<file path="src/rtl/leaky_mac_pkg.sv">
// leaky_mac_pkg: shared widths and helpers for the leaky multi-channel MAC
package leaky_mac_pkg;
   localparam int default_width = 10;
   localparam int acc_w = 2 * default_width;
   typedef logic [acc_w-1:0] acc_t;
   function automatic int chan_w(input int n);
      return n > 1 ? $clog2(n) : 1;
   endfunction
endpackage

</file>
<file path="src/rtl/leaky_mac_mc_leak_scale.sv">
// leak_scale: combinational leak multiply, shift, add and overflow handling
module leak_scale #(
   parameter int width_p = 10,
   parameter int coeff_num_p = 27,
   parameter int coeff_shift_p = 5,
   parameter int saturate_p = 1
) (
   input  logic [2*width_p-1:0] acc,
   input  logic [width_p-1:0]   data,
   input  logic                 clear,
   output logic [2*width_p-1:0] result,
   output logic                 ovf
);
   localparam int aw = 2 * width_p;
   localparam int iw = aw + coeff_shift_p + 1;
   logic [iw-1:0] prod, sum;
   always_comb begin
      prod = iw'(acc) * iw'(coeff_num_p);
      sum = (clear ? '0 : prod >> coeff_shift_p) + iw'(data);
      ovf = |sum[iw-1:aw];
      result = (ovf && saturate_p != 0) ? '1 : sum[aw-1:0];
   end
endmodule

</file>
<file path="src/rtl/leaky_mac_mc.sv">
// leaky_mac_mc: per-channel leaky accumulator behind a one-entry elastic output stage
module leaky_mac_mc
   import leaky_mac_pkg::*;
#(
   parameter int width_p = 10,
   parameter int channels_p = 4,
   parameter int coeff_num_p = 27,
   parameter int coeff_shift_p = 5,
   parameter int saturate_p = 1,
   localparam int cw = chan_w(channels_p),
   localparam int aw = 2 * width_p
) (
   input  logic               clk_i,
   input  logic               reset_i,
   input  logic [width_p-1:0] data_i,
   input  logic [cw-1:0]      chan_i,
   input  logic               clear_i,
   input  logic               valid_i,
   output logic               ready_o,
   output logic               valid_o,
   output logic [aw-1:0]      data_o,
   output logic [cw-1:0]      chan_o,
   output logic               sat_o,
   input  logic               ready_i
);
   logic [aw-1:0] acc_q [channels_p];
   logic [aw-1:0] result;
   logic in_range, ovf, accept;
   assign in_range = 32'(chan_i) < channels_p;
   assign ready_o = ~valid_o | ready_i;
   assign accept = valid_i & ready_o;
   // an unmapped channel passes its sample straight through as a cleared accumulate
   leak_scale #(
      .width_p(width_p),
      .coeff_num_p(coeff_num_p),
      .coeff_shift_p(coeff_shift_p),
      .saturate_p(saturate_p)
   ) u_scale (
      .acc(acc_q[chan_i]),
      .data(data_i),
      .clear(clear_i | ~in_range),
      .result(result),
      .ovf(ovf)
   );
   always_ff @(posedge clk_i or posedge reset_i)
      if (reset_i) begin
         valid_o <= 1'b0;
         data_o <= '0;
         chan_o <= '0;
         sat_o <= 1'b0;
         for (int i = 0; i < channels_p; i++) acc_q[i] <= '0;
      end else if (accept) begin
         valid_o <= 1'b1;
         data_o <= result;
         chan_o <= chan_i;
         sat_o <= ovf;
         for (int i = 0; i < channels_p; i++) if (chan_i == cw'(i)) acc_q[i] <= result;
      end else if (ready_i)
         valid_o <= 1'b0;
endmodule

</file>
<file path="config.mk">
export PLATFORM = sky130hd
export DESIGN_NAME = leaky_mac_mc
export DESIGN_NICKNAME = d
export VERILOG_FILES = /design/src/rtl/leaky_mac_pkg.sv /design/src/rtl/leaky_mac_mc_leak_scale.sv /design/src/rtl/leaky_mac_mc.sv
export SDC_FILE = /design/constraint.sdc
export NUM_CORES = 1
export LEC_CHECK = 0
export CAP_MARGIN = 10
export CORE_ASPECT_RATIO = 1.2
export CORE_UTILIZATION = 40
export CTS_CLUSTER_DIAMETER = 50
export DETAILED_ROUTE_END_ITERATION = 10
export PLACE_DENSITY_LB_ADDON = 0.05
export SLEW_MARGIN = 20
export SYNTH_ARGS = -nofsm -noshare
export SYNTH_HDL_FRONTEND = slang
export SYNTH_SLANG_ARGS = --single-unit
</file>
<file path="constraint.sdc">
create_clock -name clk_i -period 5.9 [get_ports clk_i]
set_clock_uncertainty 0.1 [all_clocks]
set_input_delay 1.18 -clock clk_i [delete_from_list [all_inputs] [get_ports clk_i]]
set_output_delay 1.18 -clock clk_i [all_outputs]
set_load 0.005 [all_outputs]
</file>
==> results of run 1 <==
[area by class of cell]
class                      instances  area [um2]
sequential                       104        2600
inverter                          92         348
timing repair buffer             249        2230
clock buffer                      12         256
clock inverter                     4        51.3
tap                              256         320
fill                            1644        7530
multi-input combinational        597        5790
[cells in the final DEF (no fill, tap or decap), types with 5 or more instances in the layout]
| master | n |
|---|---|
| buf_4 | 181 |
| nor2_1 | 114 |
| dfrtp_1 | 104 |
| inv_1 | 82 |
| a31oi_1 | 47 |
| ha_1 | 41 |
| clkdlybuf4s50_1 | 39 |
| nand2_1 | 36 |
| fa_1 | 31 |
| a21oi_1 | 26 |
| a31oi_4 | 22 |
| mux4_2 | 20 |
| a21oi_2 | 18 |
| ha_4 | 17 |
| buf_6 | 15 |
| o21ai_1 | 13 |
| xor2_1 | 13 |
| o21ai_0 | 12 |
| clkbuf_16 | 11 |
| nand2b_1 | 10 |
| xnor2_1 | 10 |
| a31oi_2 | 9 |
| inv_2 | 9 |
| nand3_1 | 7 |
| buf_12 | 7 |
| and3_1 | 6 |
| nand4_1 | 6 |
| a41oi_1 | 6 |
| nor2b_1 | 5 |
| o31ai_2 | 5 |
| a21o_1 | 5 |
[worst max-delay path, cell delays in order]
cell and delay (ns):
buf_4 0.14, bufbuf_16 0.27, mux4_2 0.37, ha_4 0.25, fa_1 0.47, inv_1 0.05
fa_1 0.50, inv_2 0.06, ha_4 0.24, a21oi_2 0.15, o211ai_1 0.12, o211a_2 0.14
or2_4 0.25, nor2_2 0.11, xor2_1 0.16, nor2_1 0.06, ha_1 0.33, buf_4 0.15
buf_4 0.14, o2111ai_4 0.10, nand2_2 0.08, o221ai_2 0.16, o21ba_4 0.19, buf_4 0.14
buf_6 0.11, xor2_4 0.16, a41oi_4 0.29, o21ai_1 0.10
[worst max-delay path by stage]
stage / cells past startpoint / endpoint / from / slack [ns]
finish: 28 / data_o[11] / chan_i[1] / -0.47
floorplan: 27 / acc_q[17] / chan_i[0] / -0.84
CTS: 27 / acc_q[79] / chan_i[0] / -0.41
detailed placement: 26 / acc_q[55] / chan_i[1] / -1.54
global route: 27 / acc_q[19] / chan_i[0] / -0.66
global placement: 26 / acc_q[55] / chan_i[1] / -1.46
[sequential cells by signal (all words and copies together), names as in the netlist]
register,count
acc_q,80
chan_o,2
data_o,20
sat_o,1
valid_o,1
[cell usage after synthesis (10+ instances only)]
master and n:
fa_1 32, buf_2 13, xnor2_1 11, a31oi_1 78, o21ai_1 10, nand2b_1 10, ha_1 61, nand2_1 40
mux4_2 20, a21oi_1 45, clkbuf_1 23, xor2_1 15, dfrtp_1 104, nor2_1 117, o21ai_0 21, inv_1 92
[layer usage]
layer / global-route usage, % / vias to the layer above
li1: - / 3403
met1: 33.4 / 3530
met2: 41.2 / 125
met3: 2.54 / 23
met4: 5.48 / 0
met5: 0 / -
[what timing repair did]
action                     CTS  global route
buffers inserted            20            11
resized for setup          106            85
setup endpoints to repair  101           101
hold buffers                 0             0
pin swaps                   36            32
gates cloned                 3             4
[through the flow]
stage / hold slack [ns] / instances
after floorplan: 0.343 / 840
after global placement: 0.357 / 1260
final: 0.378 / 1314
after global routing: 0.397 / 1314
after CTS: 0.382 / 1299
after detailed placement: 0.366 / 1260
[logic make-up (layout without fill, tap and decap cells)]
group	count (synthesis)	after routing	share of synthesized area (%)
XOR/XNOR	26	26	2.88
buffers and inverters	139	357	7.23
adder cells (fa/ha/maj)	93	93	17.8
AND/OR/NAND/NOR	230	230	13.6
AO/OA/AOI/OAI	218	218	18.5
multiplexers	30	30	7.08
flip-flops	104	104	32.9
==> results.ini, run 1 <==
[drt]
drt-initial-drc-count = 304
drtAntennaViolNets = 0
maxUsedRoutingLayer = met4
drt-vias-per-instance = 5.39
totalWireLength_um = 24000
wl_per_cell_um = 18.3
dr_wl_met2_um = 12100
wl_met1_um = 11000
drc = 0
via_count = 7081
met3_length_um = 579
dr.pass1.iters = 4

[yosys]
synth_area_mm2 = 0.00790
synth-seq-cells = 104
synth_area_leaders = dfrtp_1, ha_1, fa_1, a31oi_1, mux4_2
synth.distinct_cells = 70
synth_top_cell_area_share_pct = 32.9
async_flop_share_pct = 100
ys_seq_area_share_pct = 32.9
synth_top_area_cell = dfrtp_1
dominantRegCellSynth = dfrtp_1
synth_edf_count = 0
synth_fp_nets = 950
syn_area_per_cell_um2 = 9.41
syn_inst = 840
synth_warnings = 0

[cells_and_area]
drive_gt1_share_pct = 37.6
final_nets = 1163
fin_area_mm2 = 0.0116
syn2layout_area_growth_pct = 46.7
fin_util_pct = 60.6
diodes = 0

[die]
num_io_pins = 42
die_y_um = 156
num_rows = 55
die_w_um = 130
initial_core_util_pct = 41.3
dieArea_mm2 = 0.0203
coreArea_mm2 = 0.0191

[setup_path]
cp_data_arrival_time_ns = 6.48
r2r_setup_slack_ns = 0.15
regToRegEndpoint = data_o[11]
r2r_start = acc_q[22]
critPathMaxFanout = 5
rr_worst_depth = 28
worstSetupEndpointType = flip-flop
start_kind = input pin
required_ns = 6.01
path_class = input pin to flip-flop

[timing]
worstMarginPinSlew_ns = 0.807
tns_ns = -31.44
setup_viol = 101
period_share_pct = 108
relSlewSlack_pct = 46.2
post-route-min-period_ns = 6.37
final.setup.worst_slack_ns = -0.465
fmax_mhz = 157
maxSlewViolCount = 0
rsz0062_at_grt = yes
finalHoldViolCount = 0

[hold_path]
whs_path_depth = 2
hp-start = chan_o[0]
hold_class = flip-flop to flip-flop
min_delay_worst_endpoint = chan_o[0]

[clock_tree]
cts_tree = done
root_buffer = clkbuf_16
clk_pin_slew_ns = 0.07
clockBufferDepth = 2
cts_buffers = 9
cts_sinks = 104
clk_latency_ns = 0.35
htree_levels = 3

[outcome]
violations = setup timing
status = finished, violations left

[flow_run]
drv_cap = 0

[placed_design]
placed_cell_area_mm2 = 0.00981
dpl_worst_slack_ns = -1.54
hpwl_um = 17200
io_buffers = 41
routabilityCongestion = 0.860

[global_routing]
antenna_found_initial = 0
grt_start_max_net_pins = 67
track_usage_pct = 24.3
grt_pass1_wl_um = 37900
grt_pass1_vias = 7355
overflow = 0

Power of run 1 is left out: the tool's default activity adds up to more than one toggle a clock period on the data nets, which glitch-free logic cannot reach.
==> inputs of run 2 (changes only) <==
CELL_PAD_IN_SITES_DETAIL_PLACEMENT = 1   (was unset)
CELL_PAD_IN_SITES_GLOBAL_PLACEMENT = 2   (was unset)
CORE_UTILIZATION = 39   (was 40)
clock period = 7.1 ns   (was 5.9 ns; I/O delays follow)
==> results.ini, run 2 (synthesis gave the netlist of run 1 again) <==
[timing]
fmax_mhz = 146
maxSlewViolCount = 0
worstMarginPinSlew_ns = 0.831
setup_viol = 0
post-route-min-period_ns = 6.85
relSlewSlack_pct = 44.6
finalHoldViolCount = 0
period_share_pct = 96.5

[setup_path]
required_ns = 7.22
critPathMaxFanout = 9
worstSetupEndpointType = flip-flop
rr_worst_depth = 26
cp_data_arrival_time_ns = 6.98
start_kind = input pin
path_class = input pin to flip-flop

[placed_design]
hpwl_um = 19400
io_buffers = 41
routabilityCongestion = 0.842

[clock_tree]
root_buffer = clkbuf_16
clockBufferDepth = 2
cts_tree = done
cts_sinks = 104
clk_pin_slew_ns = 0.07
cts_buffers = 9
htree_levels = 3
clk_latency_ns = 0.35

[die]
initial_core_util_pct = 40.1
die_w_um = 132
num_io_pins = 42
dieArea_mm2 = 0.0208
num_rows = 56
coreArea_mm2 = 0.0197
die_y_um = 158

[flow_run]
drv_cap = 0

[cells_and_area]
diodes = 0
top_regs = acc_q (80), data_o (20), chan_o (2)
syn2layout_area_growth_pct = 31.9
regMostFlops = acc_q
mostFrequentLayoutCells = buf_4, nor2_1, dfrtp_1
largest_register_ffs = 80
final_nets = 1125
drive_gt1_share_pct = 27.5
fin_util_pct = 52.9
final_common_cell = buf_4
nFillCells = 2244

[drt]
dr.pass1.iters = 4
via_count = 7004
wl_per_cell_um = 19.9
drc = 0
drt-initial-drc-count = 371
drt-vias-per-instance = 5.47
totalWireLength_um = 25400
drtAntennaViolNets = 0

[global_routing]
grt_pass1_vias = 7746
overflow = 0
antenna_found_initial = 0
grt_pass1_wl_um = 41200
grt_start_max_net_pins = 68
track_usage_pct = 25.3

[hold_path]
hold_class = flip-flop to flip-flop
whs_path_depth = 2

[outcome]
status = finished, final reports clean

## run 2: per-layer routing
metal / vias up / GRT usage (%) / routed length [um] / part of all wire, %
li1: 3328 / - / - / -
met2: 102 / 46.2 / 13200 / 52
met3: 22 / 2.02 / 597 / 2.3
met4: 0 / 5.98 / 359 / 1.4
met1: 3552 / 32.6 / 11300 / 44
met5: - / 0 / 0 / 0
## run 2: final cells by class
cell class | count | area (um2) | area share (%)
Clock buffer | 10 | 239 | 2.29
Tap cell | 261 | 327 | 3.13
Timing Repair Buffer | 211 | 1770 | 17.0
Clock inverter | 6 | 90.1 | 0.864
Inverter | 92 | 348 | 3.34
Sequential cell | 104 | 2600 | 25.0
Multi-Input combinational cell | 597 | 5050 | 48.4
## run 2: metrics by stage
stage,instances,area [um2],TNS [ns],setup slack (ns),hold slack (ns)
2_1_floorplan,840,7980,0,0.0285,0.343
6_report,1281,10400,0,0.250,0.384
3_5_place_dp,1252,9700,-59.08,-0.738,0.371
3_3_place_gp,1252,9700,-48.69,-0.547,0.355
5_1_grt,1281,10400,-0.528,-0.0539,0.420
4_1_cts,1273,10200,0,0.0116,0.387
## run 2: final timing paths
path | start | end | slack (ns)
hold / removal | chan_o[0] | chan_o[0] | 0.38
max in group asynchronous | reset_i | acc_q[66] | 4.34
setup reg to reg | acc_q[2] | acc_q[57] | 1.16
min in group asynchronous | reset_i | chan_o[0] | 1.34
setup / recovery | chan_i[0] | acc_q[57] | 0.25
hold reg to reg | chan_o[0] | chan_o[0] | 0.38
## run 2: timing repair
action	4_1_cts	5_1_grt
gates resized for setup	24	27
endpoints found under the setup margin	101	101
setup buffers	4	8
cloned	1	0
pin swaps	6	13
hold buffers	0	0
endpoints found under the hold margin	0	0
## run 2: worst max-delay path: stages
cell and delay (ns):
buf_12 0.12, buf_12 0.11, mux4_2 0.52, buf_6 0.15, ha_4 0.21, fa_1 0.50, inv_1 0.05, fa_1 0.58
inv_2 0.06, ha_4 0.25, a21oi_2 0.14, o211ai_1 0.10, o211a_2 0.14, or2_4 0.24, nor2_4 0.08, xor2_1 0.15
nor2_1 0.07, ha_1 0.35, nand4_1 0.10, or3_4 0.34, nand2_1 0.08, o221ai_2 0.10, o21ba_4 0.25, nand3_4 0.09
nor4_4 0.28, mux2i_1 0.23, buf_4 0.17, a21oi_1 0.08
Power of run 2 is left out for the same reason.
